$ cat src/rtl/alu_muldiv_seq_if.sv
// Handshake and operand/result bundle between the 8051 sequencer and the
// iterative MUL/DIV engine.
interface alu_muldiv_seq_if #(
    parameter int DATA_W = 8
);
    logic              start;
    logic              op;
    logic [DATA_W-1:0] a_in;
    logic [DATA_W-1:0] b_in;
    logic              busy;
    logic              done;
    logic [DATA_W-1:0] a_out;
    logic [DATA_W-1:0] b_out;
    logic              ov_out;
    logic              cy_out;

    modport master (
        output start, op, a_in, b_in,
        input  busy, done, a_out, b_out, ov_out, cy_out
    );

    modport slave (
        input  start, op, a_in, b_in,
        output busy, done, a_out, b_out, ov_out, cy_out
    );
endinterface

$ cat src/rtl/alu_muldiv_seq.sv
// Iterative 8051 MUL AB / DIV AB engine: shift-add multiply, restoring divide.
// Define MULDIV_RADIX4_EN to retire two radix-2 steps per CALC cycle.
module alu_muldiv_seq #(
    parameter int DATA_W = 8
) (
    input  logic                clk,
    input  logic                rst_n,
    alu_muldiv_seq_if.slave     bus
);

    typedef enum logic [1:0] {
        S_IDLE = 2'b00,
        S_CALC = 2'b01,
        S_DONE = 2'b10
    } state_t;

    // acc holds the product (MUL) or {remainder, quotient} (DIV); opa/opb are
    // the shifting operand copies.
    typedef struct packed {
        logic [2*DATA_W-1:0] acc;
        logic [DATA_W-1:0]   opa;
        logic [DATA_W-1:0]   opb;
    } dp_t;

`ifdef MULDIV_RADIX4_EN
    localparam logic [2:0] LAST_CNT = 3'd3;
`else
    localparam logic [2:0] LAST_CNT = 3'd7;
`endif

    // One radix-2 iteration of either operation.
    function automatic dp_t step(input logic is_div, input dp_t cur);
        dp_t               nxt;
        logic [DATA_W:0]   sum;
        logic [DATA_W:0]   rem;
        logic [DATA_W-1:0] diff;
        nxt  = cur;
        sum  = {(DATA_W+1){1'b0}};
        rem  = {(DATA_W+1){1'b0}};
        diff = {DATA_W{1'b0}};
        if (!is_div) begin
            sum     = {1'b0, cur.acc[2*DATA_W-1:DATA_W]}
                    + (cur.opb[0] ? {1'b0, cur.opa} : {(DATA_W+1){1'b0}});
            nxt.acc = {sum, cur.acc[DATA_W-1:1]};
            nxt.opb = {1'b0, cur.opb[DATA_W-1:1]};
        end else begin
            rem = {cur.acc[2*DATA_W-1:DATA_W], cur.opa[DATA_W-1]};
            // Remainder stays below 2*divisor, so the low byte of the
            // difference is exact once the 9-bit compare has passed.
            if (rem >= {1'b0, cur.opb}) begin
                diff    = rem[DATA_W-1:0] - cur.opb;
                nxt.acc = {diff, cur.acc[DATA_W-2:0], 1'b1};
            end else begin
                nxt.acc = {rem[DATA_W-1:0], cur.acc[DATA_W-2:0], 1'b0};
            end
            nxt.opa = {cur.opa[DATA_W-2:0], 1'b0};
        end
        return nxt;
    endfunction

    state_t            state_q, state_d;
    logic              op_q, op_d;
    dp_t               dp_q, dp_d;
    dp_t               dp_step_s;
    logic [2:0]        cnt_q, cnt_d;
    logic [DATA_W-1:0] a_out_q, a_out_d;
    logic [DATA_W-1:0] b_out_q, b_out_d;
    logic              ov_q, ov_d;
    logic              cy_q, cy_d;
    logic              busy_q, busy_d;
    logic              done_q, done_d;

    // Datapath work retired in one CALC cycle.
    always_comb begin
`ifdef MULDIV_RADIX4_EN
        dp_step_s = step(op_q, step(op_q, dp_q));
`else
        dp_step_s = step(op_q, dp_q);
`endif
    end

    // Next-state, datapath and registered-output logic.
    always_comb begin
        state_d = state_q;
        op_d    = op_q;
        dp_d    = dp_q;
        cnt_d   = cnt_q;
        a_out_d = a_out_q;
        b_out_d = b_out_q;
        ov_d    = ov_q;
        cy_d    = 1'b0;
        case (state_q)
            S_IDLE: begin
                if (bus.start) begin
                    op_d  = bus.op;
                    dp_d  = '{acc: {(2*DATA_W){1'b0}}, opa: bus.a_in, opb: bus.b_in};
                    cnt_d = 3'd0;
                    if (bus.op && (bus.b_in == {DATA_W{1'b0}})) begin
                        state_d = S_DONE;
                        a_out_d = {DATA_W{1'b1}};
                        b_out_d = bus.a_in;
                        ov_d    = 1'b1;
                    end else begin
                        state_d = S_CALC;
                    end
                end else begin
                    state_d = S_IDLE;
                end
            end
            S_CALC: begin
                dp_d  = dp_step_s;
                cnt_d = cnt_q + 3'd1;
                if (cnt_q == LAST_CNT) begin
                    state_d = S_DONE;
                    a_out_d = dp_step_s.acc[DATA_W-1:0];
                    b_out_d = dp_step_s.acc[2*DATA_W-1:DATA_W];
                    ov_d    = op_q ? 1'b0 : (dp_step_s.acc[2*DATA_W-1:DATA_W] != {DATA_W{1'b0}});
                end else begin
                    state_d = S_CALC;
                end
            end
            S_DONE: begin
                state_d = S_IDLE;
            end
            default: begin
                state_d = S_IDLE;
            end
        endcase
        busy_d = (state_d != S_IDLE);
        done_d = (state_d == S_DONE);
    end

    // State, datapath and output registers.
    always_ff @(posedge clk or negedge rst_n) begin
        if (!rst_n) begin
            state_q <= S_IDLE;
            op_q    <= 1'b0;
            dp_q    <= '{acc: {(2*DATA_W){1'b0}}, opa: {DATA_W{1'b0}}, opb: {DATA_W{1'b0}}};
            cnt_q   <= 3'd0;
            a_out_q <= {DATA_W{1'b0}};
            b_out_q <= {DATA_W{1'b0}};
            ov_q    <= 1'b0;
            cy_q    <= 1'b0;
            busy_q  <= 1'b0;
            done_q  <= 1'b0;
        end else begin
            state_q <= state_d;
            op_q    <= op_d;
            dp_q    <= dp_d;
            cnt_q   <= cnt_d;
            a_out_q <= a_out_d;
            b_out_q <= b_out_d;
            ov_q    <= ov_d;
            cy_q    <= cy_d;
            busy_q  <= busy_d;
            done_q  <= done_d;
        end
    end

    assign bus.busy   = busy_q;
    assign bus.done   = done_q;
    assign bus.a_out  = a_out_q;
    assign bus.b_out  = b_out_q;
    assign bus.ov_out = ov_q;
    assign bus.cy_out = cy_q;

endmodule

$ cat src/flat_wrapper.sv
// flat-port wrapper written by rule: the top's interface ports become plain ports
module alu_muldiv_seq_flat 
#(
    parameter int DATA_W = 8
)
  (clk, rst_n, bus_start, bus_op, bus_a_in, bus_b_in, bus_busy, bus_done, bus_a_out, bus_b_out, bus_ov_out, bus_cy_out);
  alu_muldiv_seq_if #(.DATA_W(DATA_W)) bus_i ();
  input  logic clk;
  input  logic rst_n;
  input wire logic [$bits(bus_i.start)-1:0] bus_start;
  input wire logic [$bits(bus_i.op)-1:0] bus_op;
  input wire logic [$bits(bus_i.a_in)-1:0] bus_a_in;
  input wire logic [$bits(bus_i.b_in)-1:0] bus_b_in;
  output wire logic [$bits(bus_i.busy)-1:0] bus_busy;
  output wire logic [$bits(bus_i.done)-1:0] bus_done;
  output wire logic [$bits(bus_i.a_out)-1:0] bus_a_out;
  output wire logic [$bits(bus_i.b_out)-1:0] bus_b_out;
  output wire logic [$bits(bus_i.ov_out)-1:0] bus_ov_out;
  output wire logic [$bits(bus_i.cy_out)-1:0] bus_cy_out;
  assign bus_i.start = bus_start;
  assign bus_i.op = bus_op;
  assign bus_i.a_in = bus_a_in;
  assign bus_i.b_in = bus_b_in;
  assign bus_busy = bus_i.busy;
  assign bus_done = bus_i.done;
  assign bus_a_out = bus_i.a_out;
  assign bus_b_out = bus_i.b_out;
  assign bus_ov_out = bus_i.ov_out;
  assign bus_cy_out = bus_i.cy_out;
  alu_muldiv_seq #(.DATA_W(DATA_W)) u_core (.clk(clk), .rst_n(rst_n), .bus(bus_i));
endmodule
$ cat config.mk
export PLATFORM = sky130hd
export DESIGN_NAME = alu_muldiv_seq_flat
export DESIGN_NICKNAME = d
export VERILOG_FILES = /design/src/rtl/alu_muldiv_seq_if.sv /design/src/rtl/alu_muldiv_seq.sv /design/src/flat_wrapper.sv
export SDC_FILE = /design/constraint.sdc
export NUM_CORES = 1
export LEC_CHECK = 0
export ABC_AREA = 1
export CAP_MARGIN = 20
export CELL_PAD_IN_SITES_DETAIL_PLACEMENT = 1
export CELL_PAD_IN_SITES_GLOBAL_PLACEMENT = 1
export CORE_ASPECT_RATIO = 1.5
export CORE_UTILIZATION = 42
export DETAILED_ROUTE_END_ITERATION = 8
export PLACE_DENSITY = 0.88
export SLEW_MARGIN = 20
export SYNTH_ARGS = -nofsm -noshare
export SYNTH_HDL_FRONTEND = slang
export SYNTH_SLANG_ARGS = --single-unit
$ cat constraint.sdc
create_clock -name clk -period 3.2 [get_ports clk]
set_clock_uncertainty 0.15 [all_clocks]
set_input_delay 0.48 -clock clk [delete_from_list [all_inputs] [get_ports clk]]
set_output_delay 0.48 -clock clk [all_outputs]
set_load 0.01 [all_outputs]
==> flow_metrics.py <==
metrics = {
    "placement": {
        "place_ws_ns": 0.595,
        "numPortBuffers": 38,
        "hpwlAfterDp_um": 7760,
        "gp_routability_congestion": 0.882,
    },
    "grt": {
        "grt_max_degree": 58,
        "track_usage_pct": 25.6,
        "grt_antenna_before_repair": 0,
        "grt_overflow_total": 0,
        "grt_pass1_wl_um": 17400,
        "grt_pass1_vias": 3547,
    },
    "pwr": {
        "p_leak_nw": 2.10,
        "p_per_area_nw_per_um2": 1260,
        "max-vdd-ir-drop_uv": 604,
    },
    "timing": {
        "rsz0062_at_grt": "no",
        "maxSlewHeadroom_pct": 36.0,
        "tns_ns": 0,
        "period_needed_ns": 2.69,
        "fmax_mhz": 372,
        "hold_viol": 0,
        "worst_slack_ns": 0.513,
        "worst_slew_pin_slew_ns": 0.953,
        "drv_slew": 0,
        "finalSetupViolations": 0,
        "finalCritPeriodShare_pct": 84.0,
    },
    "critical_path": {
        "start_kind": "flip-flop",
        "rr_worst_depth": 6,
        "crit_arrival_ns": 2.77,
        "reg2reg_slack_ns": 0.51,
        "cp.required_ns": 3.29,
        "worstPathMaxFanout": 31,
        "rr_endpoint": "u_core.dp_q[2]$_DFFE_PN0P_",
        "critPathKind": "reg -> reg",
        "end_kind": "flip-flop",
        "rr_startpoint": "u_core.state_q[1]$_DFF_PN0_",
    },
    "synth": {
        "ys_seq_elements": 57,
        "synth_area_per_cell_um2": 7.89,
        "synth_mux_area_share_pct": 0.551,
        "synth_compound_area_share_pct": 16.7,
        "synth_nets": 502,
        "synthAdderAreaFrac_pct": 7.64,
        "postSynthCellCount": 461,
        "synth_top_family_by_area": "simple AND/OR/NAND/NOR gates",
        "synth_area_um2": 3640,
        "synth_ff_type": "dfrtp_1",
        "synth.distinct_cells": 39,
        "yosysSeqAreaShare_pct": 39.2,
        "synthSimpleGateAreaFrac_pct": 26.7,
        "async_flop_share_pct": 100,
        "yosys_warnings": 0,
        "synth-xor-area-share_pct": 0.723,
        "synth_edf_count": 0,
    },
    "floorplan": {
        "fp.dieW_um": 78.0,
        "die_h_um": 116,
        "start_util_pct": 43.2,
        "rows": 41,
        "ios": 40,
        "dieArea_um2": 9040,
        "coreArea_um2": 8410,
    },
    "cts": {
        "cts.clk_slew.worst_paths_ns": 0.05,
        "cts_tree": "done",
        "h-tree-depth": 3,
        "cts_buffers": 9,
        "worstSkewPairLatency_ns": 0.34,
        "max-clock-path-buffers": 2,
        "post_cts_buffers": 0,
        "clockRootBuffer": "clkbuf_16",
        "hold_buffers": 0,
        "cts_resized": 0,
        "cts.sinks": 57,
    },
    "detailed_routing": {
        "first_pass_iters": 4,
        "avgViaCountPerCell": 5.40,
        "route.detailed.drc": 0,
        "avgRoutedWirePerCell_um": 17.4,
        "drt_wl_total_um": 10700,
        "vias": 3304,
        "ant_nets": 0,
        "dr.first_iter.drc_count": 137,
    },
    "layout": {
        "syn_to_final_growth_pct": 21.0,
        "layout_commonest_cell": "nand2_1",
        "nNetsFinal": 541,
        "final_cell_mix": "nand2_1 (121), dfrtp_1 (57), inv_1 (52), o21ai_0 (46), clkdlybuf4s50_1 (37)",
        "fillers": 1058,
        "diodes": 0,
        "drive_above_1_share_pct": 12.5,
    },
    "hold_path": {
        "hp-class": "in -> async",
    },
    "run": {
        "drv_cap": 0,
    },
    "outcome": {
        "status": "finished, final reports clean",
    },
}
## power by group
group	switching, mW	internal, mW
logic	2.10	1.20
clock network	0.324	0.624
registers	0.259	1.05
total	2.68	2.87
## flip-flops by register name, summed over array words and instances (netlist names)
name / count
u_core.bus.b_out: 8
u_core.bus.done: 1
u_core.op_q: 1
u_core.cnt_q: 3
u_core.bus.ov_out: 1
u_core.bus.busy: 1
u_core.state_q: 2
u_core.dp_q: 32
u_core.bus.a_out: 8
## worst max-delay path: stages, from the launching register on
cell and delay (ns):
dfrtp_1 0.40, nor2_2 0.52, inv_1 0.11, buf_4 0.26, o21ai_1 0.78, o211ai_1 0.20
o21ai_0 0.16
## stage by stage
| stage | instance area (um^2) | hold slack [ns] | instances | util, % | total power [mW] |
|---|---|---|---|---|---|
| 3_5_place_dp | 4110 | 0.348 | 596 | 48.8 | 4.55 |
| 6_report | 4400 | 0.145 | 612 | 52.3 | 5.55 |
| 2_1_floorplan | 3640 | 0.0344 | 461 | - | 3.54 |
| 4_1_cts | 4400 | 0.168 | 612 | 52.3 | 5.57 |
| 5_1_grt | 4400 | 0.219 | 612 | 52.3 | 5.99 |
| 3_3_place_gp | 4110 | 0.326 | 596 | 48.8 | 4.40 |
## layout make-up
cell class | count | area, um^2 | area share (%)
multi-input cells | 334 | 1910 | 43.4
flip-flops and latches | 57 | 1430 | 32.4
repair buffers | 45 | 440 | 10.0
clock buffers | 14 | 254 | 5.78
inverters | 53 | 199 | 4.52
well taps | 107 | 134 | 3.04
clock inverters | 2 | 37.5 | 0.853
## routing by layer
layer	GRT usage, %	up-vias	routed length, um
met5	0	-	0
met4	12.7	0	344
met3	3.78	21	234
met2	48.8	46	5750
met1	27.3	1639	4340
li1	-	1598	-
## Yosys cell counts (4+ instances only)
master / instances / area, um^2
a21oi_1: 12 / 60.1
a31oi_1: 4 / 25.0
a31oi_2: 12 / 150
clkbuf_1: 9 / 33.8
dfrtp_1: 57 / 1430
ha_1: 19 / 238
inv_1: 52 / 195
nand2_1: 121 / 454
nand3_1: 19 / 95.1
nand4_1: 10 / 62.6
nor2_1: 37 / 139
nor2_2: 16 / 100
o211ai_1: 7 / 52.6
o21ai_0: 46 / 230
## cell families (layout without fill, tap and decap cells)
logic type | count (synthesis) | after routing
AO/OA/AOI/OAI | 92 | 92
XOR/XNOR | 3 | 3
adder cells (fa/ha/maj) | 21 | 21
buffers and inverters | 70 | 114
flip-flops | 57 | 57
multiplexers | 2 | 2
other | 1 | 1
AND/OR/NAND/NOR | 215 | 215
## worst max-delay path by stage
stage | slack (ns) | to | from | depth (start not counted)
2_1_floorplan | 0.97 | u_core.bus.ov_out$_DFFE_PN0P_ | u_core.dp_q[0]$_DFFE_PN0P_ | 15
3_3_place_gp | 0.72 | u_core.bus.b_out[7]$_DFFE_PN0P_ | u_core.dp_q[25]$_DFFE_PN0P_ | 10
3_5_place_dp | 0.60 | u_core.bus.b_out[5]$_DFFE_PN0P_ | u_core.dp_q[0]$_DFFE_PN0P_ | 10
4_1_cts | 0.54 | u_core.dp_q[2]$_DFFE_PN0P_ | u_core.state_q[1]$_DFF_PN0_ | 6
5_1_grt | 0.26 | u_core.dp_q[2]$_DFFE_PN0P_ | u_core.state_q[1]$_DFF_PN0_ | 6
6_report | 0.51 | u_core.dp_q[2]$_DFFE_PN0P_ | u_core.state_q[1]$_DFF_PN0_ | 6
No activity file was read; power rests on OpenSTA's default activity.
==> patch (same settings) <==
Reset style: synchronous (`rst_n`), changed in one clocked block.
--- a/src/rtl/alu_muldiv_seq.sv
+++ b/src/rtl/alu_muldiv_seq.sv
@@ -131,7 +131,7 @@
     end
 
     // State, datapath and output registers.
-    always_ff @(posedge clk or negedge rst_n) begin
+    always_ff @(posedge clk) begin
         if (!rst_n) begin
             state_q <= S_IDLE;
             op_q    <= 1'b0;
Function: differs if rst_n is asserted again (counterexample within 4 cycles, from zero or initial values and one cycle with rst_n low); with rst_n held inactive, the same outputs for 4 cycles.
==> patch against the unedited design <==
  * Area after synthesis decreased by 9.1%
  * Critical path depth increased by 9
  * Cell count rose by 2.1%
  * Sequential cell count unchanged
  * Non-clock buffer count fell by 1
  * Worst setup slack gained 90 ps
  * Global-route usage is 3.9 points higher
  * Cell area is 8.4% lower
  * Count of clock-buffer cells in the layout unchanged
  * Core utilization rose by 0.67 points
  * Routed wire length grew 1.8%
Power is not compared: it rests on default switching activity, and its combinational part moved more than twofold at a synthesized area within 25%.
==> patch: results (changes against the unedited design) <==
- Post-CTS sizing: 0 (unchanged)
- Detailed-route via count: 3470 (+5.0%)
- VDD IR max: 0.404 mV
- Slowest CP cell: dfxtp_1
- Cells on worst reg2reg path: 15 (+9)
- Port bufs: 38 (unchanged)
- Post-synth top cells: nand2_1 (143), dfxtp_1 (57), inv_1 (53)
- Crit path max-delay family: simple AND/OR/NAND/NOR gates
- GP Congestion: 0.900 (+2.0%)
- Dpl ws: 613 ps (+17.7 ps)
- Synth Area in Compound Gates: 17.9% (+1.2 points)
- Mux contribution to synthesized area: 0% (-0.55 points)
- Post-Synth Adder-Cell Area: 8.40% (+0.76 points)
- Post-DP Area: 3770 µm² (-8.3%)
- Clk slew on worst S/H paths: 50 ps (about the same)
- Internal reg-to-reg setup slack: 600 ps (+90 ps)
- Number of distinct library cells after synthesis: 33 (-15%)
- Clock latency on the worst-skew pair: 320 ps (-20 ps)
- Async set-reset flop share out of synthesis: 0% (-100 points)
- Hold Crit Depth: 2
- Synth Area in XOR/XNOR: 1.06% (+0.34 points)
- N_diodes: 0 (unchanged)
- Slowest stage delay, CP: 540 ps (-240 ps)
- Vias in the first global route: 3865 (+9.0%)
- Min-Delay Endpoint: u_core.dp_q[19]
- Syn nets: 527 (+5.0%)
- Post-DP HPWL: 7.87 mm (+1.4%)
- Clock buffer depth: 2 (unchanged)
- RR Startpoint: u_core.dp_q[0]
- Final net count: 561 (+3.7%)
- Number of clock buffers inserted by TritonCTS: 9 (unchanged)
- # fillers: 1017 (-3.9%)
- First-pass GRT wire length: 18.5 mm (+6.3%)
- Tightest hold margin: 325 ps (+180 ps)
- Worst r2r dst: u_core.bus.ov_out
- Global Route Usage Sum: 29.5% (+3.9 points)
- Worst hold path class: flop to flop
- Status: finished clean
- Slew HR: 45.9% (+9.9 points)
- Finished Cell Area: 4030 µm² (-8.4%)
- Maximum fanout along the worst path: 10 (-68%)
- Post CTS Setup Buffer Count: 0 (unchanged)
- Initial DRC Count: 149 (+8.8%)
- Ranking of synthesized cells by area: dfxtp_1 (35%), nand2_1 (16%), ha_1 (7.2%)
- Largest net degree at the start of global routing: 33 (-43%)
- H-tree depth: 3 (unchanged)
- Worst hold start: u_core.dp_q[19]
- Initial antenna violation count: 0 (unchanged)
- Leak: 1.85 nW
- Share of cells above drive strength 1: 6.50% (-6.0 points)
- Routed len/inst: 17.4 µm (-0.35%)
- Root Buffer: clkbuf_16
- Ys Warns: 0 (unchanged)
- Post-synthesis sequential area ratio: 34.5% (-4.7 points)
- Ys flop type: dfxtp_1
-- patch: cell count changes in the layout (fill, tap and decap cells not counted), moves of 3 or more --
cell	unedited run	this run
dfxtp_1	0	57
nor2_2	17	4
o211ai_1	7	0
a31oi_1	4	24
o22ai_1	3	0
o21ai_0	46	40
o221ai_1	0	7
dfrtp_1	57	0
nand2_1	121	143
a31oi_2	12	0
nor2_1	36	31
a21oi_1	12	34
-- patch: power breakdown --
| group | internal, mW | switching (mW) |
|---|---|---|
| clock | 0.556 | 0.301 |
| sequential | 0.742 | 0.0362 |
| combinational | 0.143 | 0.272 |
| total | 1.44 | 0.610 |
-- patch: cell families (layout without fill, tap and decap cells) --
kind of cell	Yosys count	count (layout)
other cells	1	1
compound gates	106	106
simple gates	221	221
xor+xnor	4	4
flops	57	57
buf+inv	76	113
fa+ha+maj	21	21
-- patch: worst max path at each step --
stage                   startpoint                  end  slack [ps]  cells after the start
detailed placement           rst_n      u_core.dp_q[28]         610                      4
floorplan           u_core.dp_q[0]    u_core.bus.ov_out         990                     17
CTS                 u_core.dp_q[0]  u_core.bus.b_out[5]         620                     12
global route        u_core.dp_q[0]  u_core.bus.b_out[5]         420                     12
finish              u_core.dp_q[0]    u_core.bus.ov_out         600                     15
global placement             rst_n      u_core.dp_q[29]         690                      4
-- patch: stage by stage --
stage | cells | power [mW]
floorplan | 486 | 1.06
global placement | 611 | 1.18
detailed placement | 611 | 1.19
CTS | 625 | 2.05
global route | 625 | 2.14
finish | 625 | 2.05
-- patch: area by class of cell --
cell class	count	area share [%]
clock buffer	14	6.55
tap	102	3.17
sequential	57	28.3
inverter	55	5.12
timing repair buffer	44	10.6
multi-input combinational	353	46.3
-- patch: worst register-to-register path, stage by stage (launching register included) --
cell     delay [ps]
dfxtp_1         540
ha_1            340
inv_1           110
nor2_1           50
nand2_1          70
nor2_1           70
nor2_4          220
nand2_4         110
nand2_4         130
nand2_2          50
a21oi_1         210
nand2_1          90
nor2_1          110
nand2_1          70
nand2_1          90
a21oi_2          60
-- patch: metal layers --
layer  part of all wire, %  global-route usage [%]  up-vias
met3                   3.4                    4.64       35
met2                    54                    52.1       81
met5                     0                       0        -
met1                    38                    32.9     1684
li1                      -                       -     1670
met4                   4.9                    14.8        0
